File: src/rtl/half_argmin_stream.sv
// rtl/half_argmin_stream.sv - streaming argmin over IEEE-754 half-precision vectors
// One result pulse per vector carrying minimum value, its index, element count-1 and overflow.
module half_argmin_stream #(
  parameter int IDX_W = 8
) (
  input  logic             clk,
  input  logic             rstn,
  input  logic             in_valid,
  input  logic             in_last,
  input  logic [15:0]      a,
  output logic             out_valid,
  output logic [15:0]      min_val,
  output logic [IDX_W-1:0] min_idx,
  output logic [IDX_W-1:0] count,
  output logic             ovf
);

  typedef enum logic {IDLE, ACC} state_t;

  state_t           state, state_nxt;
  logic [15:0]      run_min, run_min_nxt;
  logic [IDX_W-1:0] run_idx, run_idx_nxt;
  logic [IDX_W-1:0] cnt, cnt_nxt;
  logic             ovf_r, ovf_nxt;
  logic             done;

  // Sign-magnitude strict less-than; NaN/Inf are ordered by their raw bits.
  function automatic logic half_lt(input logic [15:0] x, input logic [15:0] y);
    logic r;
    if (x[15] != y[15]) r = x[15];
    else if (x[15])     r = (x[14:0] > y[14:0]);
    else                r = (x[14:0] < y[14:0]);
    return r;
  endfunction

  assign done = in_valid & in_last;

  always_comb begin
    state_nxt   = state;
    run_min_nxt = run_min;
    run_idx_nxt = run_idx;
    cnt_nxt     = cnt;
    ovf_nxt     = ovf_r;
    if (in_valid) begin
      if (state == IDLE) begin
        run_min_nxt = a;
        run_idx_nxt = '0;
        cnt_nxt     = '0;
        ovf_nxt     = 1'b0;
        state_nxt   = in_last ? IDLE : ACC;
      end else begin
        cnt_nxt = cnt + IDX_W'(1);
        if (&cnt) ovf_nxt = 1'b1;
        // Strict compare keeps the earliest index on ties.
        if (half_lt(a, run_min)) begin
          run_min_nxt = a;
          run_idx_nxt = cnt_nxt;
        end
        if (in_last) state_nxt = IDLE;
      end
    end
  end

  always_ff @(posedge clk or negedge rstn) begin
    if (!rstn) begin
      state   <= IDLE;
      run_min <= '0;
      run_idx <= '0;
      cnt     <= '0;
      ovf_r   <= 1'b0;
    end else begin
      state   <= state_nxt;
      run_min <= run_min_nxt;
      run_idx <= run_idx_nxt;
      cnt     <= cnt_nxt;
      ovf_r   <= ovf_nxt;
    end
  end

  // Result registers move only on the closing sample so they hold between pulses.
  always_ff @(posedge clk or negedge rstn) begin
    if (!rstn) begin
      out_valid <= 1'b0;
      min_val   <= '0;
      min_idx   <= '0;
      count     <= '0;
      ovf       <= 1'b0;
    end else begin
      out_valid <= done;
      if (done) begin
        min_val <= run_min_nxt;
        min_idx <= run_idx_nxt;
        count   <= cnt_nxt;
        ovf     <= ovf_nxt;
      end
    end
  end

endmodule

File: config.mk
export PLATFORM = sky130hd
export DESIGN_NAME = half_argmin_stream
export DESIGN_NICKNAME = d
export VERILOG_FILES = /design/src/rtl/half_argmin_stream.sv
export SDC_FILE = /design/constraint.sdc
export NUM_CORES = 1
export LEC_CHECK = 0
export ABC_AREA = 1
export CAP_MARGIN = 20
export CORE_AREA = 2 2 103 105
export CTS_CLUSTER_SIZE = 20
export DETAILED_ROUTE_END_ITERATION = 6
export DIE_AREA = 0 0 105 107
export SYNTH_ARGS = -nofsm -noshare
export SYNTH_HDL_FRONTEND = slang
export SYNTH_SLANG_ARGS = --single-unit
File: constraint.sdc
create_clock -name clk -period 5.05 [get_ports clk]
set_input_delay 0.505 -clock clk [delete_from_list [all_inputs] [get_ports clk]]
set_output_delay 0.505 -clock clk [all_outputs]
set_load 0.05 [all_outputs]
# ---- After elaboration in Yosys (flattened, before gate mapping)
# Index checks and enable logic that the tools add are counted.
dict set report totals {
  in_bits 20
  word_cells 32
  regBits 68
  out_inout_bits 34
}
dict set report classes {
  reduce_logical 1
  bitwise 1
  add_sub_neg 1
  muxes 16
  eq_ne 1
  magnitude_cmp 2
}
# operator n
set op_table {}
lappend op_table {{$mux W16} 3}
lappend op_table {{$mux W8} 5}
lappend op_table {{$gt A15 B15 Y1} 1}
lappend op_table {{$lt A15 B15 Y1} 1}
lappend op_table {{$add A8 B1 Y8 const B} 1}
lappend op_table {{$mux W1} 8}
lappend op_table {{$reduce_and A8 Y1} 1}
lappend op_table {{$and A1 B1 Y1} 1}
lappend op_table {{$ne A1 B1 Y1} 1}

# ---- Depth between registers and ports, before layout
dict set report logic_depth {
  depth_word 8
  depth_mapped 17
  mapped_depth_nobuf 16
}

# ---- Worst setup path after synthesis
# OpenSTA, ideal clock, no wires.
dict set report synth_timing {
  path_kind {input to register}
  startpoint {input port a[14]}
  endpoint {register run_min[10]}
  required_ps 4931
  setup_ps 119
  stages 13
  t_arrival_ps 1871
  path_buffers 1
  setup_slack_ps 3060
  cell_sequence {ha_1 > nand2_1 > inv_1 > nand2_1 > nand2_1 > a21oi_1 > nand3_1 > nand2_2 > nand2_4 > nand2_8 > buf_12 > nand3_2 > and2_1}
}
dict set report synth_via {
  elab_chain_cells 8
  elab_cells_between_ends 9
  cone_classes {order compare (2); mux (7)}
}
# item line
set synth_rtl {}
lappend synth_rtl {{from (decl)} 10} ;# input logic [15:0] a,
lappend synth_rtl {{$lt A15 B15 Y1 / $gt A15 B15 Y1 (equally long branches)} {32, 31}}
lappend synth_rtl {{$mux W1 *} 31} ;# else if (x[15]) r = (x[14:0] > y[14:0]);
lappend synth_rtl {{$mux W1 *} 30} ;# if (x[15] != y[15]) r = x[15];
lappend synth_rtl {{$mux W1 *} 45} ;# if (state == IDLE) begin
lappend synth_rtl {{$mux W1 *} 44} ;# if (in_valid) begin
lappend synth_rtl {{$mux W16 *} 55} ;# if (half_lt(a, run_min)) begin
lappend synth_rtl {{$mux W16 *} 45}
lappend synth_rtl {{$mux W16 *} 44}
lappend synth_rtl {{net run_min_nxt[10]} 21} ;# logic [15:0] run_min, run_min_nxt;
lappend synth_rtl {{to (signal assigned)} 73} ;# run_min <= run_min_nxt;
lappend synth_rtl {{to (decl)} 21}
# The timed path passes the listed nets; every way through them passes the cells marked *. The select of a mux whose other input is x is not followed.
# A chain may end at the register's enable or synchronous reset.

# ---- Worst setup path after layout
dict set report layout_timing {
  startpoint {input port in_valid}
  endpoint {register min_idx[3]}
}
dict set report layout_via {
  elab_chain_cells 1
  elab_cells_between_ends 2
  cone_classes {mux (1); bitwise (1)}
}
# item line
set layout_rtl {}
lappend layout_rtl {{from (decl)} 8} ;# input logic in_valid,
lappend layout_rtl {{$mux W8 / $and A1 B1 Y1 (equally long branches)} {44, 36}}
lappend layout_rtl {{to (signal assigned)} 92} ;# min_idx <= run_idx_nxt;
lappend layout_rtl {{to (decl)} 13} ;# output logic [IDX_W-1:0] min_idx,
# Parallel ways exist; a longest one is shown, timed or not.

==> results.json <==
{
  "syn_nets": 451,
  "antenna_found_initial": 0,
  "numCtsBuffers": 9,
  "fill_cells": 1065,
  "hpwl_mm": 5.34,
  "critPathLaunchType": "input port",
  "yosys_register_bits": 68,
  "synth_top_area_frac": 0.490,
  "final_util": 0.428,
  "power_density_nw_per_um2": 404,
  "hp-class": "input port to async pin",
  "clockRootBuffer": "clkbuf_8",
  "finalSetupViolations": 0,
  "insertion_delay_ns": 0.34,
  "postCtsHoldBufs": 0,
  "final_cells": 609,
  "start_util": 0.344,
  "outcome": "finished, final reports clean",
  "finalCritPeriodShare": 0.585,
  "critPathRequiredTime_ns": 5.27,
  "area_growth_pct": 24.3,
  "critPathMaxFanout": 42,
  "tightest_slew_ns": 0.865,
  "grt_max_degree": 69,
  "drive_gt1_frac": 0.0761,
  "dieWidth_um": 105,
  "h-tree-depth": 3,
  "final_nets": 505,
  "num_vias": 2717,
  "synth_edf_count": 0,
  "period_needed_ns": 2.95,
  "yosys-top-cells-area": "dfrtp_1 49%, nand2_1 12%, nand3_1 8.6%",
  "ctsResizeCount": 0,
  "grt_overflow": 0,
  "drv_slew": 0,
  "netlist_instances": 414,
  "avgViaCountPerCell": 4.46,
  "die_area_sq_um": 11200,
  "cap_violations": 0,
  "yosysWarningCount": 0,
  "grt_use_total": 0.147,
  "tns_ns": 0,
  "layout_common_cells": "112 x nand2_1, 68 x dfrtp_1, 64 x inv_1",
  "total_power_uw": 1740,
  "ant_nets": 0,
  "ir_drop_uv": 159,
  "crit_arrival_ns": 3.17,
  "synth_largest_area_cell": "dfrtp_1",
  "portBuffers": 53,
  "wl_per_cell_um": 12.6,
  "cts_tree": "done",
  "routed.top_layer": "met4",
  "path_clk_slew_ns": 0.08,
  "gp_congestion": 0.744,
  "die_h_um": 107,
  "grt_pass1_vias": 2772,
  "cts_buffer_depth": 2,
  "hold_viol": 0,
  "boundaryPins": 54,
  "wl_met1_mm": 3.74,
  "cts_setup_buffers": 0,
  "synth_cell_types": 26,
  "relSlewSlack": 0.423,
  "netlist_area_sq_um": 3470,
  "layout_commonest_cell": "nand2_1",
  "cellLeakagePower_uw": 0.00220,
  "wl_met3_um": 273,
  "row_count": 37,
  "async_flop_share": 1.00,
  "avgSynthCellArea_sq_um": 8.39,
  "clock_skew_ns": 0.0116,
  "crit_path_end_kind": "flop",
  "dr_wl_met2_mm": 3.60,
  "ys_seq_area_frac": 0.490,
  "placedCellCount": 593,
  "critPathKind": "input port to flop",
  "num_antenna_cells": 0,
  "core-area_sq_um": 10100,
  "fmax_ghz": 0.339,
  "drcViolationCount": 0,
  "grt_pass1_wl_mm": 13.2,
  "reg2regPathDepth": 13,
  "drt-total-wl_mm": 7.70,
  "drt_iter0_drc": 92,
  "rsz0062_at_grt": "no",
  "firstDrtPassIters": 4,
  "fin_hold_ws_ns": 0.373,
  "ys.flop_type": "dfrtp_1",
  "cts.sinks": 68
}
==> cell usage after synthesis (5+ instances only) <==
library cell	count
clkbuf_1	5
buf_2	6
nor2_1	8
dfrtp_1	68
o21ai_0	19
and2_1	21
nand3_1	60
nand3_2	10
inv_1	64
a21oi_1	7
ha_1	17
nand2_1	112
==> where the power goes <==
part | internal (uW) | switching, uW
Sequential | 639 | 48.7
Clock | 243 | 211
Combinational | 207 | 394
Total | 1090 | 654
==> layer usage <==
layer,vias up,global-route usage
met4,0,0.0571
li1,1416,-
met5,-,0
met2,43,0.241
met3,7,0.0310
met1,1251,0.192
==> worst max-delay path: stages <==
cell             delay (ns)
clkdlybuf4s50_1        0.83
nand2_1                0.21
buf_4                  0.42
clkinv_1               0.79
nand3_1                0.32
nand2_1                0.08
==> path summary, 6_finish.rpt <==
| path | endpoint | start | slack, ns |
|---|---|---|---|
| worst max-delay path | min_idx[3] | in_valid | 2.10 |
| worst min-delay path | min_idx[5] | rstn | 0.37 |
| worst max register to register | run_idx[2] | run_min[14] | 2.96 |
| worst min register to register | min_idx[6] | min_idx[6] | 0.48 |
| max in group asynchronous | min_val[14] | rstn | 4.13 |
| min in group clk | min_idx[6] | min_idx[6] | 0.48 |
==> state kept, by name (all words and copies together), names as in the netlist <==
| name | count |
|---|---|
| ovf_r | 1 |
| state | 1 |
| min_val | 16 |
| run_idx | 8 |
| run_min | 16 |
| count | 8 |
| ovf | 1 |
| min_idx | 8 |
| out_valid | 1 |
| cnt | 8 |
==> kinds of logic after synthesis <==
group | Yosys count | share of synthesized area
AND/OR/NAND/NOR | 222 | 0.312
XOR/XNOR | 1 | 0.00252
buffers and inverters | 78 | 0.0922
adder cells (fa/ha/maj) | 17 | 0.0612
flip-flops | 68 | 0.490
AO/OA/AOI/OAI | 28 | 0.0421
==> cell type report <==
| class | instances | area (sq um) | area share |
|---|---|---|---|
| Clock buffer | 11 | 141 | 0.0327 |
| Timing Repair Buffer | 56 | 548 | 0.127 |
| Inverter | 65 | 244 | 0.0565 |
| Clock inverter | 5 | 60.1 | 0.0139 |
| Multi-Input combinational cell | 268 | 1450 | 0.336 |
| Sequential cell | 68 | 1700 | 0.394 |
| Tap cell | 136 | 170 | 0.0394 |
==> through the flow <==
step	setup WS (ns)	cell area, sq um
final	2.10	4320
after global routing	1.85	4320
after CTS	2.05	4320
after global placement	1.72	4120
after floorplan	3.06	3470
after detailed placement	1.67	4120
(Power assumes the default switching activity.)
==> variant, RTL diff (same settings) <==
Make the reset (`rstn`) synchronous in 2 clocked blocks.
--- a/src/rtl/half_argmin_stream.sv
+++ b/src/rtl/half_argmin_stream.sv
@@ -61,7 +61,7 @@
     end
   end
 
-  always_ff @(posedge clk or negedge rstn) begin
+  always_ff @(posedge clk) begin
     if (!rstn) begin
       state   <= IDLE;
       run_min <= '0;
@@ -78,7 +78,7 @@
   end
 
   // Result registers move only on the closing sample so they hold between pulses.
-  always_ff @(posedge clk or negedge rstn) begin
+  always_ff @(posedge clk) begin
     if (!rstn) begin
       out_valid <= 1'b0;
       min_val   <= '0;
Function: differs if rstn is asserted again (counterexample within 4 cycles, from zero or initial values and one cycle with rstn low); with rstn held inactive, the same outputs for 4 cycles.
==> variant against the original RTL <==
- final area is 8.7% lower
- non-clock buffer count stayed put
- area after synthesis is 10% lower
- wire length is 7.3% lower
- die area stayed put
- sequential cell count stayed put
- setup slack better by 0.49 ns
- count of clock-buffer cells in the layout is 2 higher
- fmax is 20% higher
- cell count is 4.8% higher
Power is not compared: it rests on default switching activity, and its combinational part moved more than twofold at a synthesized area within 25%.
==> variant: results (changes against the original RTL) <==
outcome:
  status: "completed"
min_path:
  min_path_type: "reg -> reg"
  hold_depth: 2
place:
  finalWeightedCongestion: 0.827  # +11%
  dpl.hpwl_um: 5120  # -4.1%
  dp_slack_ns: 2.17  # +0.495 ns
  place_area_um2: 3770  # -8.3%
  place_inst: 623  # +5.1%
power_and_ir_drop:
  power_leakage_uw: 0.00183
  vdd_drop_max_mv: 0.110
  powerDensity_nw_per_um2: 304
synthesis:
  synth-seq-area-share_pct: 43.7  # -5.3 points
  avgSynthCellArea_um2: 7.00  # -17%
  ys_warn_count: 0  # unchanged
  post_synth_num_cell_types: 25  # -3.8%
  syn_nets: 482  # +6.9%
  synth-async-reset-ratio_pct: 0  # -100 points
  yosys-top-cells-area: "dfxtp_1, nand2_1, nand3_1"
  synth_common_cells: "nand2_1, dfxtp_1, inv_1, nand3_1, nor2_1"
route:
  wl_um: 7130  # -7.3%
  wl_per_cell_um: 11.2  # -12%
  drtIter0Drc: 108  # +17%
  drtPass1Iterations: 5  # +1
  vias: 2812  # +3.5%
clock_network:
  cts_resized: 0  # unchanged
  worstSkewPairLatency_ns: 0.35
  cts_setup_buffers: 0  # unchanged
  cts_root_buffer: "clkbuf_8"
  path_clk_slew_ns: 0.07
  cts.htree.levels: 3  # unchanged
critical_path:
  crit_arrival_ns: 2.73  # -0.44 ns
  r2r_cells: 14  # +1
  regToRegSetupSlack_ns: 2.88  # -0.08 ns
  worstReg2RegStart: "run_min[14]"
  r2r_end: "min_val[10]"
  crit_fanout: 35  # -17%
layout:
  nFillCells: 1077  # +1.1%
  final_layout_size_suffix_gt1_share_pct: 5.38  # -2.2 points
  nets: 535  # +5.9%
global_route:
  grt_max_degree: 36  # -48%
  grt_pass1_wl_um: 12100  # -8.2%
  grt_pass1_vias: 2626  # -5.3%
  antenna_found_initial: 0  # unchanged
  grt_usage_pct: 13.5  # -1.2 points
timing:
  whs_ns: 0.449  # +0.0768 ns
  max_slew_margin_pct: 41.2  # -1.2 points
  finClkSkew_ns: 0.00855  # -0.00304 ns
-- variant: cell types whose count changed after synthesis, sizes merged, moves of 4 or more --
cell   change
nand3     -14
o21ai      -4
dfxtp     +68
nor2      +25
and2      -21
a21oi      +8
nand2     +35
dfrtp     -68
-- variant: report_power, final --
group | total, uW | internal, uW | switching [uW]
combinational | 226 | 79.2 | 147
sequential | 571 | 562 | 9.60
clock | 399 | 201 | 198
-- variant: cell type report --
| type | instances | area share, % |
|---|---|---|
| inverters | 65 | 6.19 |
| repair buffers | 56 | 14.0 |
| well taps | 136 | 4.32 |
| multi-input cells | 298 | 36.7 |
| clock buffers | 13 | 4.03 |
| clock inverters | 2 | 0.254 |
| flip-flops and latches | 68 | 34.5 |
-- variant: worst max-delay path by stage --
stage                     startpoint           to  slack (ns)  depth (start not counted)
after global placement         a[14]  min_val[10]        2.23                         14
after global routing           a[10]  min_val[13]        2.31                         14
after detailed placement        rstn     count[1]        2.17                          7
after floorplan                a[14]   min_val[5]        3.09                         14
after CTS                       rstn     count[1]        2.52                          7
final                           rstn   min_idx[2]        2.58                          7
-- variant: logic make-up (layout without fill, tap and decap cells) --
group           count (synthesis)  after routing  share of synthesized area [%]
buf+inv                        79            136                           10.0
fa+ha+maj                      17             17                           6.82
flops                          68             68                           43.7
xor+xnor                        1              1                          0.281
simple gates                  247            247                           33.7
compound gates                 33             33                           5.46
-- variant: critical path, cell delays in order --
cell and delay, ns:
clkdlybuf4s50_1 0.46, clkinv_1 0.06, buf_4 0.25, nor2_1 0.73, buf_4 0.34, inv_1 0.17
o21ai_0 0.19
-- variant: per-layer routing --
metal  wire length, um  GRT usage [%]  vias up
li1                  -              -     1484
met1              3480           17.5     1253
met2              3190           21.4       64
met3               347           3.47       11
met4               124           5.81        0
met5                 0              0        -
